<file path="config.mk">
export PLATFORM = sky130hd
export DESIGN_NAME = tc0360pri_regsched
export DESIGN_NICKNAME = d
export VERILOG_FILES = /design/src/rtl/tc0360pri_pkg.sv /design/src/rtl/tc0360pri_regbank.sv /design/src/rtl/tc0360pri_regsched.sv
export SDC_FILE = /design/constraint.sdc
export NUM_CORES = 1
export LEC_CHECK = 0
export BUFFER_PORTS_ARGS = -buffer_cell sky130_fd_sc_hd__buf_2
export CELL_PAD_IN_SITES_DETAIL_PLACEMENT = 1
export CELL_PAD_IN_SITES_GLOBAL_PLACEMENT = 2
export CORE_MARGIN = 3
export CORE_UTILIZATION = 35
export DETAILED_ROUTE_END_ITERATION = 10
export PLACE_DENSITY_LB_ADDON = 0.1
export RECOVER_POWER = 50
export SYNTH_ARGS = -nofsm -noshare
export SYNTH_HDL_FRONTEND = slang
export SYNTH_SLANG_ARGS = --single-unit
</file>
<file path="constraint.sdc">
create_clock -name clk -period 2.5 [get_ports clk]
set_clock_uncertainty 0.2 [all_clocks]
set_input_delay 0.5 -clock clk [delete_from_list [all_inputs] [get_ports clk]]
set_output_delay 0.5 -clock clk [all_outputs]
set_load 0.005 [all_outputs]
</file>
<file path="src/rtl/tc0360pri_pkg.sv">
// Shared types and constants for the TC0360PRI priority register scheduler.
package tc0360pri_pkg;
    localparam int NREGS = 16;
    localparam int REG_W = 8;
    localparam int IDX_W = 4;

    typedef logic [NREGS-1:0][REG_W-1:0] pri_regs_t;

    typedef enum logic [1:0] {
        IDLE,
        COPY,
        DONE
    } commit_state_t;

    localparam logic [IDX_W-1:0] REG_BLEND    = 4'd0;
    localparam logic [IDX_W-1:0] REG_FIX2     = 4'd1;
    localparam logic [IDX_W-1:0] REG_PRIO0_LO = 4'd4;
    localparam logic [IDX_W-1:0] REG_PRIO0_HI = 4'd5;
    localparam logic [IDX_W-1:0] REG_PRIO1_LO = 4'd6;
    localparam logic [IDX_W-1:0] REG_PRIO1_HI = 4'd7;
    localparam logic [IDX_W-1:0] REG_PRIO2_LO = 4'd8;
    localparam logic [IDX_W-1:0] REG_PRIO2_HI = 4'd9;
    localparam logic [IDX_W-1:0] LAST_IDX     = 4'(NREGS - 1);
endpackage

</file>
<file path="src/rtl/tc0360pri_regbank.sv">
// Shadow/active register banks with dirty flags.
// Active-bank write priority: save-state write > forwarded CPU write > commit copy.
module tc0360pri_regbank
    import tc0360pri_pkg::*;
#(
    parameter bit SYNC_COMMIT = 1'b1
) (
    input  logic                     clk,
    input  logic                     reset,
    input  logic                     cpu_we_i,
    input  logic [IDX_W-1:0]         cpu_addr_i,
    input  logic [REG_W-1:0]         cpu_din_i,
    input  logic                     copy_en_i,
    input  logic [IDX_W-1:0]         copy_idx_i,
    input  logic                     ss_we_shadow_i,
    input  logic                     ss_we_active_i,
    input  logic [IDX_W-1:0]         ss_idx_i,
    input  logic [REG_W-1:0]         ss_wdata_i,
    output logic [NREGS*REG_W-1:0]   shadow_o,
    output logic [NREGS*REG_W-1:0]   active_o,
    output logic [NREGS-1:0]         dirty_o
);
    pri_regs_t        shadow_q, shadow_d;
    pri_regs_t        active_q, active_d;
    logic [NREGS-1:0] dirty_q, dirty_d;
    logic             fwd_hit;

    // A CPU write landing on the index being scanned is forwarded, so it never stays dirty.
    assign fwd_hit = copy_en_i && (cpu_addr_i == copy_idx_i);

    always_comb begin
        shadow_d = shadow_q;
        active_d = active_q;
        dirty_d  = dirty_q;
        if (copy_en_i) begin
            if (dirty_q[copy_idx_i]) begin
                active_d[copy_idx_i] = shadow_q[copy_idx_i];
            end
            dirty_d[copy_idx_i] = 1'b0;
        end
        if (cpu_we_i) begin
            shadow_d[cpu_addr_i] = cpu_din_i;
            if (!SYNC_COMMIT || fwd_hit) begin
                active_d[cpu_addr_i] = cpu_din_i;
            end else begin
                dirty_d[cpu_addr_i] = 1'b1;
            end
        end
        if (ss_we_shadow_i) begin
            shadow_d[ss_idx_i] = ss_wdata_i;
        end
        if (ss_we_active_i) begin
            active_d[ss_idx_i] = ss_wdata_i;
        end
    end

    always_ff @(posedge clk) begin
        if (reset) begin
            shadow_q <= '0;
            active_q <= '0;
            dirty_q  <= '0;
        end else begin
            shadow_q <= shadow_d;
            active_q <= active_d;
            dirty_q  <= dirty_d;
        end
    end

    assign shadow_o = shadow_q;
    assign active_o = active_q;
    assign dirty_o  = dirty_q;
endmodule

</file>
<file path="src/rtl/tc0360pri_regsched.sv">
// TC0360PRI register scheduler: CPU/save-state arbitration and vblank-synchronous commit engine.
// CPU always wins the register file; save-state access waits for an idle CPU cycle.
module tc0360pri_regsched #(
    parameter bit SYNC_COMMIT = 1'b1,
    parameter int NREGS       = 16
) (
    input  logic                 clk,
    input  logic                 reset,
    input  logic                 cpu_cs,
    input  logic                 cpu_rw,
    input  logic                 cpu_ds_n,
    input  logic [3:0]           cpu_addr,
    input  logic [7:0]           cpu_din,
    output logic [7:0]           cpu_dout,
    output logic                 cpu_dtack,
    input  logic                 vblank,
    input  logic                 ss_req,
    input  logic                 ss_we,
    input  logic [4:0]           ss_addr,
    input  logic [7:0]           ss_wdata,
    output logic [7:0]           ss_rdata,
    output logic                 ss_ack,
    output logic [NREGS*8-1:0]   active_regs,
    output logic                 commit_busy,
    output logic [NREGS-1:0]     dirty
);
    import tc0360pri_pkg::*;

    commit_state_t    state_q, state_d;
    logic [IDX_W-1:0] idx_q, idx_d;
    logic             pend_q, pend_d;
    logic             vblank_q, vblank_rise;
    logic [REG_W-1:0] cpu_dout_q, ss_rdata_q;
    logic             cpu_dtack_q, ss_ack_q;
    logic             cpu_we, ss_grant;
    pri_regs_t        shadow_v, active_v;

    assign cpu_we      = cpu_cs && !cpu_rw && !cpu_ds_n;
    // ss_ack_q blocks re-service while the requester is still dropping its level request.
    assign ss_grant    = ss_req && !cpu_cs && !ss_ack_q;
    assign vblank_rise = vblank && !vblank_q;

    tc0360pri_regbank #(
        .SYNC_COMMIT(SYNC_COMMIT)
    ) u_bank (
        .clk            (clk),
        .reset          (reset),
        .cpu_we_i       (cpu_we),
        .cpu_addr_i     (cpu_addr),
        .cpu_din_i      (cpu_din),
        .copy_en_i      (state_q == COPY),
        .copy_idx_i     (idx_q),
        .ss_we_shadow_i (ss_grant && ss_we && !ss_addr[4]),
        .ss_we_active_i (ss_grant && ss_we && ss_addr[4]),
        .ss_idx_i       (ss_addr[3:0]),
        .ss_wdata_i     (ss_wdata),
        .shadow_o       (shadow_v),
        .active_o       (active_v),
        .dirty_o        (dirty)
    );

    always_comb begin
        state_d = state_q;
        idx_d   = idx_q;
        pend_d  = pend_q;
        case (state_q)
            IDLE: begin
                if (vblank_rise && SYNC_COMMIT) begin
                    state_d = COPY;
                    idx_d   = '0;
                end
            end
            COPY: begin
                if (vblank_rise) begin
                    pend_d = 1'b1;
                end
                if (idx_q == LAST_IDX) begin
                    state_d = DONE;
                end else begin
                    idx_d = idx_q + 4'd1;
                end
            end
            DONE: begin
                if (pend_q || vblank_rise) begin
                    state_d = COPY;
                    idx_d   = '0;
                    pend_d  = 1'b0;
                end else begin
                    state_d = IDLE;
                end
            end
            default: state_d = IDLE;
        endcase
    end

    always_ff @(posedge clk) begin
        if (reset) begin
            state_q <= IDLE;
            idx_q   <= '0;
            pend_q  <= 1'b0;
        end else begin
            state_q <= state_d;
            idx_q   <= idx_d;
            pend_q  <= pend_d;
        end
    end

    always_ff @(posedge clk) begin
        if (reset) begin
            vblank_q    <= 1'b0;
            cpu_dout_q  <= '0;
            cpu_dtack_q <= 1'b0;
            ss_rdata_q  <= '0;
            ss_ack_q    <= 1'b0;
        end else begin
            vblank_q    <= vblank;
            cpu_dtack_q <= cpu_cs;
            ss_ack_q    <= ss_grant;
            if (cpu_cs && cpu_rw) begin
                cpu_dout_q <= shadow_v[cpu_addr];
            end
            if (ss_grant) begin
                ss_rdata_q <= ss_addr[4] ? active_v[ss_addr[3:0]] : shadow_v[ss_addr[3:0]];
            end
        end
    end

    assign cpu_dout    = cpu_dout_q;
    assign cpu_dtack   = cpu_dtack_q;
    assign ss_rdata    = ss_rdata_q;
    assign ss_ack      = ss_ack_q;
    assign active_regs = active_v;
    assign commit_busy = (state_q == COPY);
endmodule

</file>
---- Word level (Yosys, flattened, before mapping) ----
Cells that the tools add are included.
cells by class
  add/subtract/negate cells ............... 1
  $lt $le $gt $ge ......................... 6
  equality and inequality tests ........... 9
  mux-type cells .......................... 47
  bitwise operators ....................... 3
  reductions and logical operators ........ 26
operators with widths
  kind                 count
  $mux 128             7
  $bwmux 128           5
  $bmux 8 s4           4
  $demux 8 s4          3
  $mux 8               8
  $mux 16              3
  $and 16x16->16       1
  $not 16->16          1
  $or 16x16->16        1
  $lt 4x5->1 const B   3
  $logic_and 1x1->1    13
  $ge 4x1->1 const B   3
  $mux 4               3
  $pmux 4 s3           1
  $ne 2x2->1 const B   5
  $demux 1 s4          2
  $logic_not 1->1      6
  $mux 1               6
  $pmux 2 s3           1
  $add 4x1->4 const B  1
  $bmux 1 s4           1
  $eq 4x4->1           1
  $eq 4x4->1 const B   1
  $mux 2               2
  other kinds (10)     10
storage, ports and cells
  register bits ........................... 298
  input port bits ......................... 33
  output and inout bits ................... 163

---- Depth between registers and ports, before layout ----
  depth in word-level cells ............... 12
  gate-level depth with buffers ........... 11
  depth with buffers taken out ............ 7

---- Cells and area by module ----
A second synthesis with hierarchy kept.
unflattened totals
  cell total of the unflattened synthesis .. 2,181
  area total of the unflattened synthesis .. 19,296.0 sq um
by module, submodules not included
  module              times used  cells an instance  area each (sq um)  sequential area each (sq um)
  tc0360pri_regbank   1           1,741              15,224.6           5,445.2
  tc0360pri_regsched  1           440                4,071.4            520.5

---- Least setup slack after synthesis ----
No wires, ideal clock.
  path kind ............................... flip-flop to flip-flop
  start ................................... register idx_q[1]
  end ..................................... register u_bank.active_q, in the netlist u_bank.active_o[7]
  library setup time ...................... 0.132 ns
  arrival ................................. 2.250 ns
  required time ........................... 2.168 ns
  slack ................................... -0.082 ns
  cell stages (with the launch flop) ...... 12
  buffers on the path ..................... 4
  period minus slack after synthesis ...... 2.582 ns
  path through ............................ dfxtp_1 buf_4 buf_2 buf_2 inv_1 ha_1 and3b_1 clkbuf_1 nand3_2 mux2_2 a2bb2oi_1 a21oi_1
on the way
  word-level cells in the longest chain between the ends .. 12
  elaborated cells on any way between the ends .. 19
  those cells by class .................... order compare: 2; eq/ne: 1; mux: 14; reduce/logical: 2
ends and longest elaborated chain
  item                                                                   line                       RTL
  start, declared                                                        tc0360pri_regsched.sv:30   logic [IDX_W-1:0] idx_q, idx_d;
  start signal, assigned                                                 tc0360pri_regsched.sv:103  idx_q <= idx_d;
  $lt 4x5->1 (implied by the code) / $ge 4x1->1 (equally long branches)  tc0360pri_regbank.sv:37    active_d[copy_idx_i] = shadow_q[copy_idx_i];
  $logic_and 1x1->1 (implied by the code)                                tc0360pri_regbank.sv:37
  $mux 8 (implied by the code)                                           tc0360pri_regbank.sv:37
  $demux 8 s4                                                            -
  $bwmux 128                                                             tc0360pri_regbank.sv:37
  $mux 128                                                               tc0360pri_regbank.sv:36    if (dirty_q[copy_idx_i]) begin
  $mux 128                                                               tc0360pri_regbank.sv:35    if (copy_en_i) begin
  $bwmux 128                                                             tc0360pri_regbank.sv:44    active_d[cpu_addr_i] = cpu_din_i;
  $mux 128                                                               tc0360pri_regbank.sv:43    if (!SYNC_COMMIT || fwd_hit) begin
  $mux 128 *                                                             tc0360pri_regbank.sv:41    if (cpu_we_i) begin
  $bwmux 128                                                             tc0360pri_regbank.sv:53    active_d[ss_idx_i] = ss_wdata_i;
  $mux 128 *                                                             tc0360pri_regbank.sv:52    if (ss_we_active_i) begin
  end signal, assigned                                                   tc0360pri_regbank.sv:64    active_q <= active_d;
  end, declared                                                          tc0360pri_regbank.sv:24    pri_regs_t active_q, active_d;
Every way passes the cells marked *; elsewhere a longest branch is shown, timed or not. The select of a mux whose other input is x is not followed.
A chain may end at the register's enable or synchronous reset.

---- Worst setup path in the final report ----
  start ................................... register idx_q[0]
  end ..................................... register u_bank.active_q, in the netlist u_bank.active_o[92]
Same word-level chain as after synthesis.

==> key figures <==
Route
  • Routed WL: 95.10 mm
  • Router iterations before antenna repair: 5
  • DR vias/cell: 6.446
  • Drt drc: 0
  • Routed Antenna Nets: 0
  • Initial drt markers: 2103
  • Vias: 18490
  • Drt wl/cell: 33.15 um

Min path
  • HP Start: cpu_cs
  • Worst Hold Class: in -> reg

Power
  • Pwr Total: 12.32 mW
  • Sw frac: 26.93%
  • Leak pwr: 9.205 nW
  • Sequential power share: 39.3%
  • Internal Pwr Total: 9.002 mW
  • Switching pwr: 3.318 mW
  • Clock share of power: 50.1%
  • Power density over cell area: 531.1 nW/um^2
  • Comb pwr share: 10.6%
  • Peak supply drop: 0.0004128 V

Global route
  • First-pass GRT wire length: 137.3 mm
  • Antenna violations before repair: 3
  • Gr usage total: 33.30%
  • Most crowded layer after global routing: met2
  • GRT overflow: 0
  • Met2 GRT Util: 49.11%
  • Vias in the first global route: 18550
  • GRT met1 Usage: 48.67%
  • Largest net degree at the start of global routing: 105
  • Global Route met3 Usage: 6.642%

Yosys
  • Synth Register Bits: 298
  • Cell count after synthesis: 1868
  • Post-Synth Simple-Gate Area: 12.41%
  • Synth cell types: 77
  • Sequential fraction of the synthesis area: 32.32%
  • Compound-Gate Fraction of Synth Area: 19.64%
  • Top area cells in the synthesized netlist: dfxtp_1, mux2i_1, mux4_2
  • Post-Synth XOR/XNOR Area: 0.3186%
  • Top-count cell post-synth: dfxtp_1
  • Synth cell count leaders: dfxtp_1, mux2i_1, nor2_1
  • Proportion of synthesized area in mux cells: 30.02%
  • Largest area contributor in the netlist: dfxtp_1
  • Share of the synthesized area in the top cell type: 32.32%
  • Synthesized area per cell: 9.880 sq um
  • Largest family of logic cells by synthesized area: multiplexers
  • Synthesized area: 18460 sq um
  • Post-synth EDFFs: 0
  • Syn_nets: 1905
  • Ys Warns: 0
  • Top_reg_cell synth: dfxtp_1
  • FFs w/ async S/R, synth: 0%
  • Synthesized-area fraction occupied by adder cells: 0.2712%

Clocking
  • Deepest clock path buffer count: 3
  • Worst-Skew Late Latency: 0.56 ns
  • Num CTS Buffers: 40
  • Root buf cell: clkbuf_16
  • Clock transition at path regs: 0.06 ns
  • CTS sink count: 298
  • Htree depth: 2
  • CTS tree: done

Critical path
  • Startpoint class of the critical path: flip-flop
  • Slowest cell delay on critical path: 0.67 ns
  • Required time of the critical path: 2.73 ns
  • Worst Setup EP: u_bank.active_o[92]
  • FF-to-FF setup slack: 0.05 ns
  • Cell Chain, Critical Path: mux4_1 -> and2_0 -> nand2_2 -> mux2i_1 -> o221ai_1
  • Worst r2r path cells: 5
  • Slowest CP cell: mux4_1
  • Worst Setup SP: idx_q[0]
  • Critical path type: reg -> reg
  • Worst r2r src: idx_q[0]
  • Worst EP arrival: 2.68 ns
  • CP Max Fanout: 8
  • Crit. End Element: flip-flop
  • Reg-to-reg endpoint: u_bank.active_o[92]

STA
  • Setup Viol. Count Final: 0
  • Slew Limit Headroom: 0.3047%
  • Final hold slack: 0.05228 ns
  • RSZ-0062 raised after global routing: true
  • Fmax: 0.4081 GHz
  • Fin. Hold Viols: 0
  • Final period util: 98.02%
  • Tmin final: 2.451 ns
  • Worst slew pin tran: 1.495 ns
  • Max Slew Vio Count: 0

Finish
  • Number of diodes: 0
  • FILL cells: 5827
  • Net count, final: 2199
  • Proportion of layout cells with a drive suffix above 1: 28.69%
  • Finished Cell Area: 23200 sq um
  • Final core occ: 44.86%
  • Non-filler cells in the finished layout: 2869
  • Area Growth Syn to Fin: 25.69%

Placed design
  • DP HPWL: 70.79 mm
  • Port Buffers: 195
  • Placement-stage cell area: 21910 sq um
  • RePlAce Congestion: 0.9212
  • Placed insts: 2796

Flow run
  • MaxCap Viol Count: 1

Status
  • Violated checks: max-capacitance violations
  • Outcome: finished with violations

Die
  • DIE AREA: 55520 sq um
  • Cell Rows: 83
  • Core Area: 51720 sq um
  • Die Y: 235.6 um
  • Ports: 196
  • Die Wd: 235.6 um
  • Initial Util: 35.69%
## critical path: cells and delay by family (launching register included)
family | cells | cell delay, ns
mux | 2 | 0.92
flops | 1 | 0.41
compound gates | 1 | 0.12
simple gates | 2 | 0.66
## cell usage in the layout (no fill, tap or decap), drive strengths merged, types with 51 or more instances in the layout
| master | n |
|---|---|
| buf | 356 |
| dfxtp | 298 |
| mux2i | 285 |
| nor2 | 173 |
| nand2 | 152 |
| clkbuf | 138 |
| a211oi | 119 |
| o221ai | 111 |
| mux4 | 109 |
| a21oi | 102 |
| a22oi | 51 |
## power by group through the flow
stage / sequential (mW) / clock [mW] / combinational (mW)
final: 4.84 / 6.17 / 1.31
after floorplan: 4.92 / 0 / 0.698
after CTS: 4.84 / 6.23 / 1.29
after global placement: 4.94 / 0 / 1.27
after global routing: 4.84 / 6.44 / 1.36
after detailed placement: 4.94 / 0 / 1.28
## logic make-up after synthesis
group / count (synthesis)
and+or+nand+nor: 442
AOI/OAI and AO/OA: 501
DFF: 298
buffers and inverters: 204
adders and majority gates: 4
xor gates and xnor gates: 5
muxes: 414
## worst min path at each step
| stage | endpoint | slack (ns) | depth (start not counted) |
|---|---|---|---|
| 4_1_cts | cpu_dtack | 0.03 | 2 |
| 3_5_place_dp | cpu_dout[4] | 0.26 | 2 |
| 3_3_place_gp | cpu_dout[4] | 0.25 | 2 |
| 5_1_grt | cpu_dtack | 0.05 | 2 |
| 2_1_floorplan | pend_q | 0.25 | 2 |
| 6_report | cpu_dtack | 0.05 | 2 |
## area by class of cell
class	instances	area [sq um]	share of cell area, %
inverters	17	63.81	0.2751
clock buffers	56	1172	5.054
clock inverters	13	192.7	0.8306
well taps	680	850.8	3.668
flip-flops and latches	298	5972	25.74
repair buffers	439	3362	14.49
multi-input cells	1366	11580	49.94
## per-layer routing
layer	vias to the layer above	wire length [um]	part of all wire [%]
li1	7797	-	-
met1	9581	43350	46
met2	910	40750	43
met3	202	7796	8.2
met4	4	3172	3.3
met5	-	27	0.028
## registers in the layout, summed over array words and instances (netlist names)
name,count
u_bank.active_o,128
pend_q,1
u_bank.dirty_o,16
vblank_q,1
cpu_dtack,1
u_bank.shadow_o,128
state_q,2
cpu_dout,8
ss_ack,1
idx_q,4
ss_rdata,8
## what timing repair did
| action | 4_1_cts | 5_1_grt |
|---|---|---|
| endpoints found under the setup margin | 31 | 22 |
| hold buffers | 1 | 0 |
| setup buffers | 0 | 3 |
| resized for setup | 4 | 3 |
| cloned | 0 | 0 |
| endpoints found under the hold margin | 1 | 0 |
## per-stage QoR
step | setup WS (ns) | TNS (ns)
after floorplan | 0.05427 | 0
after global placement | -0.2251 | -9.928
after detailed placement | -0.2816 | -14.36
after CTS | 0.05396 | 0
after global routing | -0.06302 | -0.5634
final | 0.04941 | 0
(Power assumes the default switching activity.)
